==> src/rtl/contador_0_13_pkg.sv <==
// Shared constants for the contador_0_13 counter slice.
// Holds the default count range and the active-high seven-segment
// patterns, packed as {g,f,e,d,c,b,a}.
package contador_0_13_pkg;

  localparam int unsigned CNT_WIDTH_DEFAULT = 4;
  localparam int unsigned CNT_MAX_DEFAULT   = 13;
  localparam int unsigned SEG_WIDTH         = 7;

  typedef logic [SEG_WIDTH-1:0] seg_t;

  // Segment patterns {g,f,e,d,c,b,a}, 1 = segment lit
  localparam seg_t SEG_0   = 7'b011_1111;
  localparam seg_t SEG_1   = 7'b000_0110;
  localparam seg_t SEG_2   = 7'b101_1011;
  localparam seg_t SEG_3   = 7'b100_1111;
  localparam seg_t SEG_4   = 7'b110_0110;
  localparam seg_t SEG_5   = 7'b110_1101;
  localparam seg_t SEG_6   = 7'b111_1101;
  localparam seg_t SEG_7   = 7'b000_0111;
  localparam seg_t SEG_8   = 7'b111_1111;
  localparam seg_t SEG_9   = 7'b110_1111;
  localparam seg_t SEG_A   = 7'b111_0111;
  localparam seg_t SEG_B   = 7'b111_1100;
  localparam seg_t SEG_C   = 7'b011_1001;
  localparam seg_t SEG_D   = 7'b101_1110;
  localparam seg_t SEG_OFF = 7'b000_0000;

endpackage

==> src/rtl/hex7seg_dec.sv <==
// Combinational hex-digit to seven-segment decoder for digits 0-D.
// Ports:
//   code : WIDTH-bit value to display
//   seg  : active-high pattern {g,f,e,d,c,b,a}; blank for codes above D
module hex7seg_dec
  import contador_0_13_pkg::*;
#(
  parameter int unsigned WIDTH = CNT_WIDTH_DEFAULT
) (
  input  logic [WIDTH-1:0] code,
  output seg_t             seg
);

  // Decode on a zero-extended copy so any WIDTH maps the same digits
  always_comb begin
    seg = SEG_OFF;
    case (32'(code))
      32'd0:   seg = SEG_0;
      32'd1:   seg = SEG_1;
      32'd2:   seg = SEG_2;
      32'd3:   seg = SEG_3;
      32'd4:   seg = SEG_4;
      32'd5:   seg = SEG_5;
      32'd6:   seg = SEG_6;
      32'd7:   seg = SEG_7;
      32'd8:   seg = SEG_8;
      32'd9:   seg = SEG_9;
      32'd10:  seg = SEG_A;
      32'd11:  seg = SEG_B;
      32'd12:  seg = SEG_C;
      32'd13:  seg = SEG_D;
      default: seg = SEG_OFF;
    endcase
  end

endmodule

==> src/rtl/contador_0_13.sv <==
// Modulo-(MAX+1) up/down counter with saturating parallel load,
// terminal-count flag, wrap pulse and seven-segment display output.
// Ports:
//   clk   : clock, rising edge
//   rst   : synchronous active-high reset (q=0, wrap=0)
//   en    : count enable, one step per clock
//   up_dn : 1 = count up, 0 = count down
//   load  : load d (saturated to MAX) on the next edge, beats en
//   d     : load value
//   q     : registered count, always within 0..MAX
//   tc    : combinational terminal count for the current direction
//   wrap  : registered one-cycle pulse after a MAX<->0 roll-over
//   seg   : seven-segment pattern of q
module contador_0_13
  import contador_0_13_pkg::*;
#(
  parameter int unsigned WIDTH = CNT_WIDTH_DEFAULT,
  parameter int unsigned MAX   = CNT_MAX_DEFAULT
) (
  input  logic             clk,
  input  logic             rst,
  input  logic             en,
  input  logic             up_dn,
  input  logic             load,
  input  logic [WIDTH-1:0] d,
  output logic [WIDTH-1:0] q,
  output logic             tc,
  output logic             wrap,
  output seg_t             seg
);

  localparam logic [WIDTH-1:0] MAX_Q  = WIDTH'(MAX);
  localparam logic [WIDTH-1:0] ZERO_Q = WIDTH'(0);
  localparam logic [WIDTH-1:0] ONE_Q  = WIDTH'(1);

  logic [WIDTH-1:0] d_sat;

  // Clamp load values above the terminal count
  assign d_sat = (d > MAX_Q) ? MAX_Q : d;

  // Counter core: reset > load > enabled step > hold
  always_ff @(posedge clk) begin
    if (rst) begin
      q    <= ZERO_Q;
      wrap <= 1'b0;
    end else if (load) begin
      q    <= d_sat;
      wrap <= 1'b0;
    end else if (en) begin
      if (up_dn) begin
        // >= keeps q in range even from an unexpected code
        if (q >= MAX_Q) begin
          q    <= ZERO_Q;
          wrap <= 1'b1;
        end else begin
          q    <= q + ONE_Q;
          wrap <= 1'b0;
        end
      end else begin
        if (q == ZERO_Q || q > MAX_Q) begin
          q    <= MAX_Q;
          wrap <= (q == ZERO_Q);
        end else begin
          q    <= q - ONE_Q;
          wrap <= 1'b0;
        end
      end
    end else begin
      wrap <= 1'b0;
    end
  end

  // Terminal count follows the direction currently requested
  assign tc = up_dn ? (q == MAX_Q) : (q == ZERO_Q);

  hex7seg_dec #(
    .WIDTH (WIDTH)
  ) u_hex7seg_dec (
    .code (q),
    .seg  (seg)
  );

endmodule

==> config.mk <==
export PLATFORM = sky130hd
export DESIGN_NAME = contador_0_13
export DESIGN_NICKNAME = d
export VERILOG_FILES = /design/src/rtl/contador_0_13_pkg.sv /design/src/rtl/hex7seg_dec.sv /design/src/rtl/contador_0_13.sv
export SDC_FILE = /design/constraint.sdc
export NUM_CORES = 1
export LEC_CHECK = 0
export BUFFER_PORTS_ARGS = -buffer_cell sky130_fd_sc_hd__buf_4
export CAP_MARGIN = 20
export CORE_AREA = 2 2 48 50
export CTS_CLUSTER_SIZE = 40
export DETAILED_ROUTE_END_ITERATION = 8
export DIE_AREA = 0 0 50 52
export GPL_TIMING_DRIVEN = 1
export PLACE_DENSITY = 0.78
export SYNTH_ARGS = -nofsm -noshare
export SYNTH_HDL_FRONTEND = slang
export SYNTH_SLANG_ARGS = --single-unit
==> constraint.sdc <==
create_clock -name clk -period 3.2 [get_ports clk]
set_input_delay 0.16 -clock clk [delete_from_list [all_inputs] [get_ports clk]]
set_output_delay 0.16 -clock clk [all_outputs]
set_load 0.02 [all_outputs]
# Word-level counts from Yosys, hierarchy flattened
# Memories as Yosys holds them, arrays and structs flattened. A register that Yosys moved wholly into a read port is not among the register bits.
# Cells that the tools add are included.
dict set report word_totals {
  register_bits 5
  mem_bits_ro 112
  in_bits 9
  out_inout_bits 13
  word_cells 26
  memories 1
}
dict set report op_classes {
  add_sub_neg 2
  order_cmp 3
  eq_ne 1
  mux 12
  bitwise_logic 1
  n_reduce_logical 4
}
# name depth word_bits read_ports rd_ports_with_merged_regs wr line
set mem_list {}
lappend mem_list {{(no name shown)} 16 7 1 1 0 hex7seg_dec.sv:17} ;# case (32'(code))
# cell count
set op_table {}
lappend op_table {{$mux 4} 8}
lappend op_table {{$gt 4x4->1 const B} 2}
lappend op_table {{$add 4x1->4 const B} 1}
lappend op_table {{$eq 4x4->1 const B} 1}
lappend op_table {{$ge 4x4->1 const B} 1}
lappend op_table {{$logic_not 4->1} 1}
lappend op_table {{$mux 1} 4}
lappend op_table {{$sub 4x1->4 const B} 1}
lappend op_table {{$reduce_or 3->1} 1}
lappend op_table {{$reduce_bool 2->1} 1}
lappend op_table {{$logic_or 1x1->1} 1}
lappend op_table {{$not 1->1} 1}

# Longest topological paths before layout
# Gate-level depths: netlist (run 1).
dict set report depth {
  ltp_word 8
  depth_mapped 13
  depth_no_buf 12
}

# Hierarchy
# Synthesis (run 1) repeated with hierarchy kept, for this count alone.
dict set report hier_totals {
  hier_cells 95
  area_unflattened_um2 763.2
}
# mod n_inst cells_each area_per_inst_um2 seq_area_each_um2
set by_module_without_submodules {}
lappend by_module_without_submodules {contador_0_13 1 60 490.5 100.1}
lappend by_module_without_submodules {hex7seg_dec 1 35 272.8 0.0}

# Worst setup path before layout (run 1)
# Ideal clock, no wire load.
dict set report synth_timing {
  path_type {register -> register}
  start {register q[0]}
  end {register u_hex7seg_dec.seg[3] (netlist name)}
  setup_ps 138
  arrival_ps 2653
  setup_slack_ps 409
  path_stages_with_launch 14
  path_buffers 1
  synth_period_minus_slack_ps 2791
  cell_sequence {dfxtp_1 -> buf_6 -> inv_1 -> ha_1 -> nor2_1 -> o311ai_0 -> a311o_1 -> and2_1 -> or2_2 -> ha_1 -> inv_1 -> a311oi_1 -> a41oi_1 -> mux2i_1}
}
dict set report synth_between {
  elab_chain_cells 8
}
# element line
set synth_lines {}
lappend synth_lines {{from (decl)} contador_0_13.sv:26} ;# output logic [WIDTH-1:0] q,
lappend synth_lines {{from (signal assigned)} contador_0_13.sv:47} ;# q <= d_sat;
lappend synth_lines {{from (signal assigned)} contador_0_13.sv:56} ;# q <= q + ONE_Q;
lappend synth_lines {{from (signal assigned)} contador_0_13.sv:64} ;# q <= q - ONE_Q;
lappend synth_lines {{$gt 4x4->1 or $logic_not 4->1 (tied branches)} contador_0_13.sv:60} ;# if (q == ZERO_Q || q > MAX_Q) begin
lappend synth_lines {{$logic_or 1x1->1} contador_0_13.sv:60}
lappend synth_lines {{$mux 4} contador_0_13.sv:60}
lappend synth_lines {{$mux 4} contador_0_13.sv:50} ;# if (up_dn) begin
lappend synth_lines {{$mux 4} contador_0_13.sv:49} ;# end else if (en) begin
lappend synth_lines {{$mux 4} contador_0_13.sv:46} ;# end else if (load) begin
lappend synth_lines {{$mux 4 (no source line) * (2 in series)} n/a}
# Every way passes the cells marked *; elsewhere a longest branch is shown, timed or not. The select of a mux whose other input is x is not followed.
# A chain may end at the register's enable or synchronous reset.

# Worst setup path after layout (run 1)
dict set report layout_timing {
  start {register q[1]}
  end {register u_hex7seg_dec.seg[3] (netlist name)}
}
dict set report layout_between {
  elab_chain_cells 8
}
# element line
set layout_lines {}
lappend layout_lines {{$gt 4x4->1 or $logic_not 4->1 (tied branches)} contador_0_13.sv:60}
lappend layout_lines {{$logic_or 1x1->1} contador_0_13.sv:60}
lappend layout_lines {{$mux 4} contador_0_13.sv:60}
lappend layout_lines {{$mux 4} contador_0_13.sv:50}
lappend layout_lines {{$mux 4} contador_0_13.sv:49}
lappend layout_lines {{$mux 4} contador_0_13.sv:46}
lappend layout_lines {{$mux 4 (no source line) * (2 in series)} n/a}
# Marked as above.

==> results of run 1 <==
## logic make-up after synthesis
| group | after synthesis |
|---|---|
| buf+inv | 18 |
| flops | 12 |
| fa+ha+maj | 10 |
| simple gates | 40 |
| compound gates | 41 |
| mux | 4 |
## area by class of cell
cell class | count | area, sq um | area share, %
tap | 28 | 35.0 | 2.89
sequential | 12 | 241 | 19.9
timing repair buffer | 22 | 165 | 13.6
inverter | 11 | 41.3 | 3.41
clock buffer | 4 | 36.3 | 3.00
multi-input combinational | 95 | 692 | 57.1
## critical path, stage by stage, from the launching register on
cell and delay (ps):
dfxtp_1 450, inv_1 100, ha_1 230, and2b_1 250, o211ai_1 110, a311o_1 420
and2_1 210, or2_2 320, ha_1 290, inv_1 50, a311oi_1 260, a41oi_1 80
mux2i_1 160
## cells in the final DEF, fill, tap and decap left out, types with 3 or more instances in the layout
cell,synthesis,routed
dfxtp_1,12,11
nor2_1,10,10
nand2_1,8,8
mux2i_1,3,3
a21oi_1,8,8
buf_4,2,22
clkbuf_4,0,3
ha_1,10,10
a31oi_1,6,6
inv_1,11,11
nand2b_1,3,3
nand3_1,4,4
## power groups by stage
stage | combinational, mW | sequential (mW) | clock, mW
detailed placement | 0.189 | 0.187 | 0
finish | 0.189 | 0.183 | 0.119
CTS | 0.190 | 0.183 | 0.123
floorplan | 0.118 | 0.201 | 0
global route | 0.211 | 0.186 | 0.129
global placement | 0.187 | 0.186 | 0
## per-layer routing
metal	up-vias	wire, um
li1	504	-
met1	471	1040
met2	29	1220
met3	6	92
met4	0	34
met5	-	0
## through the flow
| step | utilization, % | worst slack (ps) |
|---|---|---|
| CTS | 57.5 | 183 |
| finish | 57.5 | 198 |
| detailed placement | 55.7 | 226 |
| floorplan | - | 409 |
| global route | 57.5 | 11.2 |
| global placement | 55.7 | 329 |
## worst paths after layout
| check | endpoint | startpoint | slack, ps |
|---|---|---|---|
| setup reg to reg | u_hex7seg_dec.seg[3]$_DFF_P_ | q[1]$_SDFFE_PP0N_ | 200 |
| setup / recovery | u_hex7seg_dec.seg[3]$_DFF_P_ | q[1]$_SDFFE_PP0N_ | 200 |
| hold / removal | q[1]$_SDFFE_PP0N_ | rst | 150 |
| hold reg to reg | q[0]$_SDFFE_PP0N_ | q[0]$_SDFFE_PP0N_ | 830 |
## sequential cells by signal (all words and copies together) (netlist names)
name,cells
u_hex7seg_dec.seg,7
q,4
wrap,1
## timing repair
action | CTS | global route
endpoints found under the hold margin | 0 | 0
gates resized for setup | 0 | 1
endpoints found under the setup margin | 0 | 1
==> results.yml, run 1 <==
logic_synthesis:
  synth_compound_area_share_pct: 29.7
  synthCells: 125
  ys_types: 49
  synth-seq-area-share_pct: 23.2
  synthAdderAreaFrac_pct: 12.1
  async_reset_ff_share_pct: 0
  synth.net_count: 144
  synthFlopType: "dfxtp_1"
  synth_area_sq_um: 1040
  synth.largest_area_cell: "dfxtp_1"
  synth_most_common_cell: "dfxtp_1"
  synth_top_area_share_pct: 23.2
  synth_area_leaders: "dfxtp_1 (23%), ha_1 (12%), inv_1 (4.0%)"
  yosysWarnings: 0
  synth_edf_count: 0
  synth-seq-cells: 12
  synthMuxAreaShare_pct: 3.98
  synth-simple-area-share_pct: 21.0
  synth_commonest_cells: "dfxtp_1 (12), inv_1 (11), ha_1 (10), nor2_1 (10)"
  synth_top_family_by_area: "compound AO/OA/AOI/OAI gates"
  postSynthAreaPerCell_sq_um: 8.30
  synth_xor_area_share_pct: 0
cts:
  cts_hold_buffers: 0
  cts_tree: "done"
  cts.clk_slew.worst_paths_ps: 70
  clock-root-buffer: "clkbuf_4"
  cts_buffers: 3
  cts_buffer_depth: 2
  cts_max_level: 1
  clock_sinks: 12
  cts_setup_buffers: 0
  clk_latency_ps: 270
timing:
  max_slew_margin_pct: 58.5
  hold_viol_final: 0
  min_period_ps: 3000
  clock_skew_ps: 5.46
  setup_viol: 0
  tightest_slew_ps: 616
  whs_ps: 152
  rsz0062_at_grt: "no"
  fmax_ghz: 0.333
  slew_viol_final: 0
  tns_ps: 0
  fin_crit_sh_pct: 93.8
cells_and_area:
  nFillCells: 197
  area_growth_pct: 16.8
  design_area_sq_um: 1210
  nets: 164
  drive_above_1_share_pct: 23.6
  diodes: 0
  final_cells: 172
global_route:
  grt_util_met3_pct: 3.45
  grtUsageMet1_pct: 25.1
  antenna_found_initial: 0
  grt_pass1_wl_mm: 4.18
  grt_pass1_vias: 989
  grt_use_met2_pct: 36.0
  grt_max_degree: 16
  busiest_layer: "met2"
  grt_usage_pct: 20.8
  grt_overflow: 0
power_and_ir_drop:
  peakVddDrop_uv: 241
  power_mw: 0.492
  power_frac_seq_pct: 37.3
  leakage_nw: 0.562
  swShare_pct: 35.1
  pwr-share-comb_pct: 38.5
  intPower_mw: 0.319
  powerDensity_nw_per_um2: 406
  clkPwrFrac_pct: 24.2
  power_switching_mw: 0.173
flow_run:
  max-cap-violations: 0
setup_path:
  cp_data_arrival_time_ps: 3210
  critPathMaxFanout: 8
  criticalPathCategory: "flip-flop to flip-flop"
  cp-end-kind: "flip-flop"
  start_kind: "flip-flop"
  reg2reg_depth: 12
  worstPathRequired_ps: 3410
route:
  route.detailed.drc: 0
  routed_wl_mm: 2.39
  first_pass_iters: 4
  vias_per_cell: 5.87
  wl_per_cell_um: 13.9
  antenna_left: 0
  route.vias.total: 1010
  drtIter0Drc: 21
floorplanning:
  io_pins: 22
  dieArea_sq_um: 2600
  rows: 17
  initial_utilization_pct: 49.3
  core-area_sq_um: 2110
  die_h_um: 52
  die_w_um: 50
placement:
  place_area_sq_um: 1170
  dp.cells: 168
  port_buffers: 21
  dp_hpwl_mm: 1.92
  place_congestion: 0.942
worst_hold_path:
  worstHoldPathType: "input pin to flip-flop"
  whs_path_depth: 2
status:
  status: "complete, no violations"
(Power assumes the default switching activity.)
==> inputs of run 2 (changes only) <==
--- a/config.mk
+++ b/config.mk
@@ -7,12 +7,11 @@
 export LEC_CHECK = 0
 export BUFFER_PORTS_ARGS = -buffer_cell sky130_fd_sc_hd__buf_4
 export CAP_MARGIN = 20
-export CORE_AREA = 2 2 48 50
+export CORE_AREA = 8 8 52 54
 export CTS_CLUSTER_SIZE = 40
 export DETAILED_ROUTE_END_ITERATION = 8
-export DIE_AREA = 0 0 50 52
-export GPL_TIMING_DRIVEN = 1
-export PLACE_DENSITY = 0.78
+export DIE_AREA = 0 0 60 62
+export PLACE_DENSITY = 0.84
 export SYNTH_ARGS = -nofsm -noshare
 export SYNTH_HDL_FRONTEND = slang
 export SYNTH_SLANG_ARGS = --single-unit
==> constraint.sdc (replaced) <==
create_clock -name clk -period 3.75 [get_ports clk]
set_input_delay 0.1875 -clock clk [delete_from_list [all_inputs] [get_ports clk]]
set_output_delay 0.1875 -clock clk [all_outputs]
set_load 0.02 [all_outputs]
==> run 2 against run 1 <==
  * Largest cell class unchanged
  * Global-route usage down 5.7 points
  * Setup slack better by 540 ps
  * Sequential cell count unchanged
  * Final area down 1.3%
  * Sequential power down 15%
  * Cell count down 1.2%
  * Core utilization up 5.3 points
  * Count of clock-buffer cells in the layout down 1
==> results.yml, run 2 (synthesis gave the netlist of run 1 again) <==
global_route:
  antenna_found_initial: 0
  grt_max_degree: 16
  grt_pass1_wl_mm: 4.28
  grt_pass1_vias: 963
  grt_overflow: 0
  grt_usage_pct: 15.1
cts:
  clk_latency_ps: 280
  cts_resized: 0
  cts_hold_buffers: 0
  cts_buffer_depth: 2
  cts.clk_slew.worst_paths_ps: 70
  cts_setup_buffers: 0
  clock-root-buffer: "clkbuf_4"
  cts_buffers: 3
  cts_tree: "done"
  clock_sinks: 12
  cts_max_level: 1
timing:
  slew_viol_final: 0
  tightest_slew_ps: 688
  fmax_ghz: 0.331
  clock_skew_ps: 0.733
  tns_ps: 0
  whs_ps: 188
  max_slew_margin_pct: 54.0
  fin_crit_sh_pct: 80.4
  min_period_ps: 3020
  rsz0062_at_grt: "no"
  hold_viol_final: 0
  setup_viol: 0
setup_path:
  critPathSlowestCell: "dfxtp_1"
  critPathMaxFanout: 12
  path_delay_family: "compound AO/OA/AOI/OAI gates"
  slowest_delay_ps: 570
  critPathBufInv: 2
  criticalPathCategory: "flip-flop to flip-flop"
  worstPathRequired_ps: 3900
  cp_data_arrival_time_ps: 3170
  crit_path_cell_trace: "inv_1 -> ha_1 -> nor2_1 -> o311ai_0 -> a311o_1 -> and2_1 -> or2_2 -> ha_1 -> inv_1 -> a311oi_1 -> a41oi_1 -> mux2i_1"
  cp-end-kind: "flip-flop"
  start_kind: "flip-flop"
placement:
  dp_hpwl_mm: 1.99
  dp.cells: 167
  place_congestion: 0.895
  port_buffers: 21
cells_and_area:
  final_cells: 170
  largest_reg_flops: 7
  drive_above_1_share_pct: 22.4
  nets: 164
  final_common_cell: "buf_4"
  diodes: 0
  area_growth_pct: 15.2
  layout_common_cells: "buf_4 (22), dfxtp_1 (12), inv_1 (11)"
power_and_ir_drop:
  swShare_pct: 37.8
  clkPwrFrac_pct: 20.6
  powerDensity_nw_per_um2: 337
  peakVddDrop_uv: 180
  pwr-share-comb_pct: 40.6
  leakage_nw: 0.555
  power_frac_seq_pct: 38.8
  power_switching_mw: 0.152
  intPower_mw: 0.250
status:
  status: "complete, no violations"
worst_hold_path:
  worstHoldPathType: "input pin to flip-flop"
route:
  antenna_left: 0
  vias_per_cell: 6.18
  route.vias.total: 1050
  route.detailed.drc: 0
  drtIter0Drc: 66
  routed_wl_mm: 2.67
  wl_per_cell_um: 15.7
  first_pass_iters: 4
floorplanning:
  io_pins: 22
  die_w_um: 60
  die_h_um: 62
  dieArea_sq_um: 3720
  initial_utilization_pct: 54.5
  rows: 16
  core-area_sq_um: 1900
flow_run:
  max-cap-violations: 0
-- run 2: cell types whose count changed in the layout (fill, tap and decap cells not counted), sizes merged --
cell    previous run  this run
clkbuf             4         3
-- run 2: layout make-up --
type                    count  area (sq um)
flip-flops and latches     12           240
multi-input cells          95           692
repair buffers             22           165
clock buffers               3          22.5
well taps                  27          33.8
fillers                   159           707
inverters                  11          41.3
-- run 2: path summary, 6_finish.rpt --
kind	from	end	slack (ps)	cells past startpoint
setup reg to reg	q[0]$_SDFFE_PP0N_	u_hex7seg_dec.seg[3]$_DFF_P_	730	12
setup / recovery	q[0]$_SDFFE_PP0N_	u_hex7seg_dec.seg[3]$_DFF_P_	730	12
hold / removal	rst	q[1]$_SDFFE_PP0N_	190	2
hold reg to reg	q[3]$_SDFFE_PP0N_	wrap$_SDFF_PP0_	920	3
-- run 2: routing by layer --
metal | track usage (%) | up-vias | share of wire [%]
met5 | 0 | - | 0
met4 | 6.46 | 0 | 1.4
met3 | 3.91 | 5 | 7.6
met2 | 25.8 | 40 | 47
met1 | 17.3 | 502 | 44
li1 | - | 503 | -
-- run 2: per-stage QoR --
stage                     util [%]  area (sq um)  power, mW  worst slack, ps
after floorplan                  -          1040      0.272              959
after global placement        61.6          1170      0.316              887
after detailed placement      61.6          1170      0.320              787
after CTS                     62.8          1190      0.402              762
after global routing          62.8          1190      0.428              630
final                         62.8          1190      0.403              733
-- run 2: power groups by stage --
stage	Combinational (mW)	Sequential [mW]	Clock [mW]
floorplan	0.101	0.172	0
global placement	0.158	0.158	0
detailed placement	0.161	0.159	0
CTS	0.162	0.156	0.0842
global route	0.177	0.159	0.0924
finish	0.164	0.156	0.0829
==> inputs of run 3 (changes only) <==
--- a/config.mk
+++ b/config.mk
@@ -7,11 +7,11 @@
 export LEC_CHECK = 0
 export BUFFER_PORTS_ARGS = -buffer_cell sky130_fd_sc_hd__buf_4
 export CAP_MARGIN = 20
-export CORE_AREA = 8 8 52 54
+export CORE_AREA = 8 8 54 56
 export CTS_CLUSTER_SIZE = 40
 export DETAILED_ROUTE_END_ITERATION = 8
-export DIE_AREA = 0 0 60 62
-export PLACE_DENSITY = 0.84
+export DIE_AREA = 0 0 62 64
+export PLACE_DENSITY = 0.78
 export SYNTH_ARGS = -nofsm -noshare
 export SYNTH_HDL_FRONTEND = slang
 export SYNTH_SLANG_ARGS = --single-unit
==> constraint.sdc (replaced) <==
create_clock -name clk -period 3 [get_ports clk]
set_input_delay 0.15 -clock clk [delete_from_list [all_inputs] [get_ports clk]]
set_output_delay 0.15 -clock clk [all_outputs]
set_load 0.02 [all_outputs]
==> run 3 against run 2 <==
  * Die area is 6.7% higher
  * Global-route usage is 2.2 points lower
  * Setup slack worse by 580 ps
==> results.yml, run 3 (synthesis gave the netlist of run 1 again) <==
timing:
  setup_viol: 0
  min_period_ps: 2850
  hold_viol_final: 0
  tns_ps: 0
  max_slew_margin_pct: 56.6
  fmax_ghz: 0.351
  clock_skew_ps: 2.09
  tightest_slew_ps: 650
  slew_viol_final: 0
  rsz0062_at_grt: "no"
  fin_crit_sh_pct: 95.0
  whs_ps: 147
cts:
  clock-root-buffer: "clkbuf_4"
  cts_max_level: 1
  cts_setup_buffers: 0
  cts.clk_slew.worst_paths_ps: 80
  cts_buffer_depth: 2
  cts_hold_buffers: 0
  clk_latency_ps: 270
  cts_buffers: 3
  clock_sinks: 12
  cts_tree: "done"
route:
  wl_met1_mm: 1.06
  wl_per_cell_um: 14.6
  route.detailed.drc: 0
  route.vias.total: 1036
  vias_per_cell: 5.99
  antenna_left: 0
  dr_wl_met3_um: 131
  highest_layer: "met4"
  first_pass_iters: 4
  drtIter0Drc: 43
  routed_wl_mm: 2.53
  wl_met2_mm: 1.31
setup_path:
  criticalPathCategory: "flip-flop to flip-flop"
  cp-end-kind: "flip-flop"
  rr_startpoint: "q[0]$_SDFFE_PP0N_"
  crit_start: "q[0]$_SDFFE_PP0N_"
  r2r_setup_slack_ps: 150
  cp_data_arrival_time_ps: 2980
  start_kind: "flip-flop"
  worstPathRequired_ps: 3130
  critPathMaxFanout: 12
cells_and_area:
  final_common_cell: "buf_4"
  diodes: 0
  drive_above_1_share_pct: 24.8
  area_growth_pct: 17.7
  design_area_sq_um: 1220
  nets: 165
  largest_reg_flops: 7
  layout_common_cells: "buf_4 (23), inv_1 (11), dfxtp_1 (11)"
placement:
  port_buffers: 21
  place_area_sq_um: 1180
  place_congestion: 0.907
  dp_hpwl_mm: 2.05
global_route:
  grt_overflow: 0
  grt_pass1_wl_mm: 4.06
  grt_max_degree: 16
  grt_usage_pct: 12.9
  antenna_found_initial: 0
  grt_pass1_vias: 892
flow_run:
  max-cap-violations: 0
floorplanning:
  dieArea_sq_um: 3970
  core-area_sq_um: 2110
  io_pins: 22
  die_h_um: 64
  rows: 17
  initial_utilization_pct: 49.3
  die_w_um: 62
power_and_ir_drop:
  leakage_nw: 0.567
  powerDensity_nw_per_um2: 433
  peakVddDrop_uv: 446
  power_mw: 0.528
worst_hold_path:
  worstHoldPathType: "input pin to flip-flop"
  min_from: "rst"
status:
  status: "complete, no violations"
-- run 3: cell count changes in the layout (fill, tap and decap cells not counted), sizes merged --
| cell | change |
|---|---|
| clkbuf | +1 |
| buf | +1 |
-- run 3: final cells by class --
cell class	instances	area (sq um)
Fill cell	204	885
Inverter	11	41.3
Clock buffer	4	36.3
Multi-Input combinational cell	95	694
Sequential cell	12	241
Timing Repair Buffer	23	173
Tap cell	28	35.0
-- run 3: what timing repair did --
action | in CTS | in global routing
setup endpoints to repair | 0 | 3
hold endpoints to repair | 0 | 0
gates resized for setup | 0 | 2
-- run 3: layer usage --
layer / vias to the layer above / track usage [%]
li1: 508 / -
met1: 494 / 15.7
met2: 30 / 22.4
met3: 4 / 2.60
met4: 0 / 2.28
met5: - / 0
-- run 3: power breakdown --
part / total (mW) / switching (mW) / internal [mW]
registers: 0.194 / 0.0157 / 0.178
logic: 0.208 / 0.118 / 0.0898
clock network: 0.127 / 0.0529 / 0.0737
total: 0.528 / 0.186 / 0.342
-- run 3: path summary, 6_finish.rpt --
check / to / cells past startpoint
worst max register to register: u_hex7seg_dec.seg[3]$_DFF_P_ / 12
worst min-delay path: q[1]$_SDFFE_PP0N_ / 2
worst min register to register: q[0]$_SDFFE_PP0N_ / 5
worst max-delay path: u_hex7seg_dec.seg[3]$_DFF_P_ / 12
-- run 3: metrics by stage --
stage | utilization [%] | setup slack (ps) | instances
2_1_floorplan | - | 209 | 125
3_3_place_gp | 56.1 | 219 | 169
3_5_place_dp | 56.1 | 104 | 169
4_1_cts | 57.8 | 71.2 | 173
5_1_grt | 58.0 | 21.0 | 173
6_report | 58.0 | 149 | 173
-- run 3: worst max-delay path: stages, from the launching register on --
cell,delay (ps)
dfxtp_2,380
inv_1,90
ha_2,230
and2b_1,210
o211ai_1,120
a311o_1,420
and2_1,210
or2_2,330
ha_1,300
inv_1,50
a311oi_1,40
a41oi_1,220
mux2i_1,110
